**src/rtl/riscv_io_pkg.sv**
```systemverilog
`default_nettype none
// ============================================================================
// Package     : riscv_io_pkg
// Description : Shared offsets and status-bit layout for the memory-mapped
//               I/O block that sits beside dmem in the memory stage.
// Revision    : 1.0 - initial release
// ============================================================================
package riscv_io_pkg;

  // Register offsets (addr[7:0]) inside the I/O window
  localparam logic [7:0] IO_STATUS = 8'h00;  // R : {rx_nonempty, tx_idle}
  localparam logic [7:0] IO_RX     = 8'h04;  // R : RX FIFO head, pops
  localparam logic [7:0] IO_TX     = 8'h08;  // W : TX holding register
  localparam logic [7:0] IO_CYC    = 8'h10;  // R : cycle counter
  localparam logic [7:0] IO_INST   = 8'h14;  // R : retired-instruction counter
  localparam logic [7:0] IO_CLR    = 8'h18;  // W : clears both counters

  // Bit positions inside the status word
  localparam int unsigned STAT_TX_IDLE  = 0;  // 1 when a new TX byte is accepted
  localparam int unsigned STAT_RX_AVAIL = 1;  // 1 when the RX FIFO holds data

endpackage : riscv_io_pkg
`default_nettype wire

```
**src/rtl/io_rx_fifo.sv**
```systemverilog
`default_nettype none
// ============================================================================
// Module      : io_rx_fifo
// Description : Byte-wide receive FIFO for the UART path. Power-of-two depth,
//               wrapping pointers, occupancy counter one bit wider than the
//               pointers. Push is refused when full, pop ignored when empty.
// Revision    : 1.0 - initial release
// ============================================================================
module io_rx_fifo #(
  parameter int DEPTH = 8
) (
  input  logic       clk,
  input  logic       rst,      // asynchronous, active-low
  input  logic       push_i,
  input  logic [7:0] din_i,
  output logic       full_o,
  input  logic       pop_i,
  output logic [7:0] dout_o,
  output logic       empty_o
);

  localparam int AW    = $clog2(DEPTH);
  localparam int CNT_W = AW + 1;

  logic [7:0]       mem_q [DEPTH];
  logic [AW-1:0]    wr_ptr_q;
  logic [AW-1:0]    rd_ptr_q;
  logic [CNT_W-1:0] count_q;

  logic w_do_push;
  logic w_do_pop;

  assign empty_o   = (count_q == '0);
  assign full_o    = (count_q == CNT_W'(DEPTH));
  assign w_do_push = push_i & ~full_o;
  assign w_do_pop  = pop_i & ~empty_o;
  assign dout_o    = mem_q[rd_ptr_q];

  // Pointer and occupancy bookkeeping; reset discards any stored bytes
  always_ff @(posedge clk or negedge rst) begin
    if (!rst) begin
      wr_ptr_q <= '0;
      rd_ptr_q <= '0;
      count_q  <= '0;
    end else begin
      if (w_do_push) wr_ptr_q <= wr_ptr_q + AW'(1);
      if (w_do_pop)  rd_ptr_q <= rd_ptr_q + AW'(1);
      case ({w_do_push, w_do_pop})
        2'b10:   count_q <= count_q + CNT_W'(1);
        2'b01:   count_q <= count_q - CNT_W'(1);
        default: count_q <= count_q;
      endcase
    end
  end

  // Storage array; contents are don't-care while the count says empty
  always_ff @(posedge clk) begin
    if (w_do_push) mem_q[wr_ptr_q] <= din_i;
  end

endmodule : io_rx_fifo
`default_nettype wire

```
**src/rtl/io_mmio_ctrl.sv**
```systemverilog
`default_nettype none
// ============================================================================
// Module      : io_mmio_ctrl
// Description : Memory-mapped I/O controller beside dmem. Decodes stage-2
//               loads/stores into the UART TX register, the RX FIFO and the
//               cycle / retired-instruction counters. Load data is
//               registered so it lines up with dmem data in stage 3.
// Revision    : 1.0 - initial release
// ============================================================================
module io_mmio_ctrl
  import riscv_io_pkg::*;
#(
  parameter int         RX_DEPTH = 8,
  parameter logic [3:0] IO_BASE  = 4'h8
) (
  input  logic        clk,
  input  logic        rst,            // asynchronous, active-low
  input  logic [31:0] addr,
  input  logic [31:0] wdata,
  input  logic        we,
  input  logic        re,
  input  logic        stall,
  input  logic        inst_retired,
  output logic [31:0] rdata,
  output logic [7:0]  uart_tx_data,
  output logic        uart_tx_valid,
  input  logic        uart_tx_ready,
  input  logic [7:0]  uart_rx_data,
  input  logic        uart_rx_valid,
  output logic        uart_rx_ready
);

  // --------------------------------------------------------------------------
  // Address decode and access qualification
  // --------------------------------------------------------------------------
  logic       w_sel;
  logic [7:0] w_off;
  logic       w_acc_re;
  logic       w_acc_we;
  logic       w_unused_bits;

  assign w_sel    = (addr[31:28] == IO_BASE);
  assign w_off    = addr[7:0];
  assign w_acc_re = re & w_sel & ~stall;
  assign w_acc_we = we & w_sel & ~stall;

  // Address bits between the window select and the offset are don't-care,
  // and only the low byte of store data is ever consumed.
  assign w_unused_bits = ^{addr[27:8], wdata[31:8]};

  // --------------------------------------------------------------------------
  // RX FIFO
  // --------------------------------------------------------------------------
  logic       w_fifo_full;
  logic       w_fifo_empty;
  logic [7:0] w_fifo_dout;
  logic       w_fifo_pop;

  assign uart_rx_ready = ~w_fifo_full;
  assign w_fifo_pop    = w_acc_re & (w_off == IO_RX);

  io_rx_fifo #(
    .DEPTH (RX_DEPTH)
  ) u_rx_fifo (
    .clk     (clk),
    .rst     (rst),
    .push_i  (uart_rx_valid),
    .din_i   (uart_rx_data),
    .full_o  (w_fifo_full),
    .pop_i   (w_fifo_pop),
    .dout_o  (w_fifo_dout),
    .empty_o (w_fifo_empty)
  );

  // --------------------------------------------------------------------------
  // TX holding register
  // --------------------------------------------------------------------------
  logic       tx_pending_q;
  logic [7:0] tx_buf_q;
  logic       w_tx_hs;
  logic       w_tx_load;

  assign w_tx_hs       = tx_pending_q & uart_tx_ready;
  // A write is only accepted into an empty holding register; a write landing
  // on the handshake cycle sees pending=1 and is dropped, software re-polls.
  assign w_tx_load     = w_acc_we & (w_off == IO_TX) & ~tx_pending_q;
  assign uart_tx_valid = tx_pending_q;
  assign uart_tx_data  = tx_buf_q;

  // Pending flag clears on handshake, sets on an accepted write
  always_ff @(posedge clk or negedge rst) begin
    if (!rst) begin
      tx_pending_q <= 1'b0;
      tx_buf_q     <= 8'h00;
    end else if (w_tx_hs) begin
      tx_pending_q <= 1'b0;
    end else if (w_tx_load) begin
      tx_pending_q <= 1'b1;
      tx_buf_q     <= wdata[7:0];
    end
  end

  // --------------------------------------------------------------------------
  // Performance counters
  // --------------------------------------------------------------------------
  logic [31:0] cycle_cnt_q, cycle_cnt_d;
  logic [31:0] instr_cnt_q, instr_cnt_d;
  logic        w_clr;

  assign w_clr = w_acc_we & (w_off == IO_CLR);

  // Clear has priority over the free-running increments
  always_comb begin
    cycle_cnt_d = cycle_cnt_q + 32'd1;
    instr_cnt_d = instr_cnt_q + {31'd0, inst_retired};
    if (w_clr) begin
      cycle_cnt_d = 32'd0;
      instr_cnt_d = 32'd0;
    end
  end

  // Counter state; cycle counter also advances through stalls
  always_ff @(posedge clk or negedge rst) begin
    if (!rst) begin
      cycle_cnt_q <= 32'd0;
      instr_cnt_q <= 32'd0;
    end else begin
      cycle_cnt_q <= cycle_cnt_d;
      instr_cnt_q <= instr_cnt_d;
    end
  end

  // --------------------------------------------------------------------------
  // Read mux and registered load data
  // --------------------------------------------------------------------------
  logic [31:0] rdata_q, rdata_d;

  // Capture read data only on a qualified load; otherwise hold
  always_comb begin
    rdata_d = rdata_q;
    if (w_acc_re) begin
      rdata_d = 32'd0;
      case (w_off)
        IO_STATUS: begin
          rdata_d[STAT_TX_IDLE]  = ~tx_pending_q;
          rdata_d[STAT_RX_AVAIL] = ~w_fifo_empty;
        end
        IO_RX:     rdata_d = w_fifo_empty ? 32'd0 : {24'd0, w_fifo_dout};
        IO_CYC:    rdata_d = cycle_cnt_q;
        IO_INST:   rdata_d = instr_cnt_q;
        default:   rdata_d = 32'd0;
      endcase
    end
  end

  // Load-data register, aligned with dmem output in stage 3
  always_ff @(posedge clk or negedge rst) begin
    if (!rst) rdata_q <= 32'd0;
    else      rdata_q <= rdata_d;
  end

  assign rdata = rdata_q;

endmodule : io_mmio_ctrl
`default_nettype wire
```
**config.mk**
```make
export PLATFORM = sky130hd
export DESIGN_NAME = io_mmio_ctrl
export DESIGN_NICKNAME = d
export VERILOG_FILES = /design/src/rtl/riscv_io_pkg.sv /design/src/rtl/io_rx_fifo.sv /design/src/rtl/io_mmio_ctrl.sv
export SDC_FILE = /design/constraint.sdc
export NUM_CORES = 1
export LEC_CHECK = 0
export CAP_MARGIN = 20
export CORE_MARGIN = 4
export CORE_UTILIZATION = 55
export CTS_CLUSTER_DIAMETER = 100
export DETAILED_ROUTE_END_ITERATION = 12
export HOLD_SLACK_MARGIN = 0.03
export PLACE_DENSITY_LB_ADDON = 0.15
export REMOVE_ABC_BUFFERS = 1
export SYNTH_ARGS = -nofsm -noshare
export SYNTH_HDL_FRONTEND = slang
export SYNTH_SLANG_ARGS = --single-unit
```
**constraint.sdc**
```tcl
create_clock -name clk -period 3 [get_ports clk]
set_clock_uncertainty 0.05 [all_clocks]
set_input_delay 0.3 -clock clk [delete_from_list [all_inputs] [get_ports clk]]
set_output_delay 0.3 -clock clk [all_outputs]
set_load 0.01 [all_outputs]
```
==> results.cfg <==
[setup_path]
worstSetupEndpointType = flip-flop
crit_chain = or4b_2, nand2_1, ha_1, ha_1, a21o_1, a21oi_1, mux2i_1, xnor2_1
r2r_start = u_rx_fifo.count_q[0]$_DFFE_PN0P_
critical-path-slowest-cell = or4b_2
cp_num_buf_inv = 0
path_class = flip-flop to flip-flop
reg2reg_to = u_rx_fifo.count_q[3]$_DFFE_PN0P_
cp_num_cells = 8
reg2reg_slack_ps = 250
r2r_cells = 8
cp_data_arrival_time_ps = 3050
cp_top_family = simple AND/OR/NAND/NOR gates
max_stage_delay_ps = 740
crit_path_frequent_cell = ha_1
worstSetupStartpointType = flip-flop
required_ps = 3300
crit_fanout = 5

[floorplanning]
pin_count = 122
die_area_um2 = 17200
initial_utilization_pct = 56.7
core_area_um2 = 14700
die_h_um = 131
fp-row-count = 44
die_width_um = 131

[detailed_routing]
drc = 0
final_antenna_net_count = 0
wire_per_inst_um = 18.7
dr.pass1.iters = 5
routed_wl_mm = 18.1
viasPerCell = 5.99
via_count = 5808
first_iter_violations = 415

[synth]
yosys_warnings = 0
synth-edff-count = 64
yosys-top-cells-area = dfrtp_1 (35%), edfxtp_1 (23%), mux2i_1 (5.3%), mux4_2 (4.3%), or4_1 (2.8%)
netlist-cell-type-count = 50
ys.flop_type = dfrtp_1
avgSynthCellArea_um2 = 12.1
synth_seq_cells = 179
yosysSeqAreaShare_pct = 57.6
synthArstFlopShare_pct = 64.2
syn_inst = 690
yosys.area.top_type = dfrtp_1
syn_area_um2 = 8330
synth_top_area_share_pct = 34.6

[placement]
routabilityCongestion = 0.889
hpwl_mm = 12.7
dp.cells = 936
postPlaceCellArea_um2 = 9290
port_buffers = 77

[final_layout]
area_delta_synth_final_pct = 18.8
drive_gt1_share_pct = 12.1
fin_nets = 861
stdcell_count = 969
fill_cells = 1054
design_area_um2 = 9890
diodes = 0

[global_route]
grt-ovfl-total = 0
grt_max_degree = 61
grt_usage_pct = 23.1
grt_pass1_vias = 5997
grt_pass1_wl_mm = 30.8
antenna_found_initial = 0

[clocking]
numCtsBuffers = 17
clkSlewWorstSetupHoldPaths_ps = 70
cts_setup_buffers = 0
cts_tree = built
cts_buffer_depth = 2
cts_resized = 0
cts_sinks = 179
holdBufCountCts = 1
cts-htree-levels = 4
cts-root-buf = clkbuf_16
clock_latency_ps = 430

[timing]
slew_violations = 0
rsz0062_at_grt = false
finalHoldViolations = 0
period_needed_ps = 2750
max_freq_mhz = 364
tightest_slew_ps = 762
finalCritPeriodShare_pct = 91.7
max_slew_margin_pct = 49.2
finalSetupViolations = 0
whs_ps = 257

[power_and_ir_drop]
power_density_nw_per_um2 = 607
total_power_mw = 6.00
power_leakage_nw = 3.82
peakVddDrop_uv = 494

[job]
drv_cap = 0

[min_path]
worstHoldPathType = primary input to async pin

[status]
status = complete, no violations
[worst max path at each step]
stage | to | startpoint
2_1_floorplan | u_rx_fifo.count_q[3]$_DFFE_PN0P_ | addr[7]
3_3_place_gp | u_rx_fifo.count_q[3]$_DFFE_PN0P_ | addr[7]
3_5_place_dp | u_rx_fifo.count_q[3]$_DFFE_PN0P_ | addr[7]
4_1_cts | u_rx_fifo.count_q[3]$_DFFE_PN0P_ | u_rx_fifo.count_q[0]$_DFFE_PN0P_
5_1_grt | u_rx_fifo.count_q[3]$_DFFE_PN0P_ | u_rx_fifo.count_q[0]$_DFFE_PN0P_
6_report | u_rx_fifo.count_q[3]$_DFFE_PN0P_ | u_rx_fifo.count_q[0]$_DFFE_PN0P_
[layer usage]
metal | part of all wire [%] | GRT usage [%] | up-vias
met5 | 0 | 0 | -
li1 | - | - | 2753
met2 | 52 | 39.2 | 144
met1 | 42 | 29.9 | 2879
met3 | 4.0 | 4.42 | 32
met4 | 2.1 | 8.17 | 0
[sequential cells by signal, summed over array words and instances (netlist names)]
signal,cells
u_rx_fifo.mem_q,64
cycle_cnt_q,32
uart_tx_data,8
u_rx_fifo.rd_ptr_q,3
rdata,32
u_rx_fifo.count_q,4
instr_cnt_q,32
uart_tx_valid,1
u_rx_fifo.wr_ptr_q,3
[area by class of cell]
| cell class | instances | area [um^2] | share of cell area, % |
|---|---|---|---|
| clock buffer | 18 | 429 | 4.34 |
| sequential | 179 | 4800 | 48.5 |
| inverter | 14 | 52.6 | 0.531 |
| clock inverter | 14 | 164 | 1.66 |
| multi-input combinational | 459 | 3260 | 32.9 |
| timing repair buffer | 101 | 958 | 9.69 |
| tap | 184 | 230 | 2.33 |
[through the flow]
step	util (%)	setup TNS (ps)	worst slack [ps]
2_1_floorplan	-	0	257
3_3_place_gp	63.2	0	79.5
3_5_place_dp	63.2	-72.4	-72.4
4_1_cts	67.3	0	231
5_1_grt	67.3	0	124
6_report	67.3	0	249
[placed cells by master, fill, tap and decap left out, drive strengths merged, types with 16 or more instances in the layout]
cell type	instances
mux4	16
inv	23
nand2	60
o21ai	43
nor2	37
nand4	20
mux2i	44
a21oi	35
xnor2	20
edfxtp	64
nand3	25
clkbuf	18
clkdlybuf4s50	75
dfrtp	115
o31ai	22
or4	32
buf	25
[worst reg2reg max path: stages (launching register included)]
cell     delay, ps
dfrtp_1        430
or4b_2         740
nand2_1        200
ha_1           230
ha_1           250
a21o_1         190
a21oi_1        200
mux2i_1        260
xnor2_1        140
[cell usage after synthesis (2+ instances only)]
library cell / instances
dfrtp_1: 115
edfxtp_1: 64
nand2_1: 60
mux2i_1: 44
o21ai_0: 43
nor2_1: 37
a21oi_1: 35
or4_1: 31
clkbuf_1: 25
nand3_1: 25
o31ai_1: 22
xnor2_1: 20
nand4_1: 17
mux4_2: 16
inv_1: 14
mux2_2: 12
nor3_1: 11
or3_1: 11
nor4_1: 9
xor2_1: 9
ha_1: 8
o221ai_1: 7
and3_1: 6
and4_1: 4
nor2b_1: 4
o21bai_1: 4
or2_2: 4
buf_6: 3
clkbuf_8: 3
and2_1: 2
buf_1: 2
buf_2: 2
nand2b_1: 2
nand4_2: 2
nor4b_1: 2
[power breakdown]
part / total [mW] / switching (mW) / internal [mW]
clock network: 2.24 / 0.984 / 1.26
registers: 3.03 / 0.225 / 2.80
logic: 0.732 / 0.393 / 0.339
total: 6.00 / 1.60 / 4.40
[cells by family after synthesis]
kind of cell / Yosys count / synth area share [%]
and+or+nand+nor: 235 / 15.4
DFF: 179 / 57.6
AOI/OAI and AO/OA: 114 / 8.01
muxes: 72 / 11.2
buffers and inverters: 52 / 3.26
xor gates and xnor gates: 29 / 3.05
adders and majority gates: 9 / 1.44
Power figures use the tool's default switching activity.
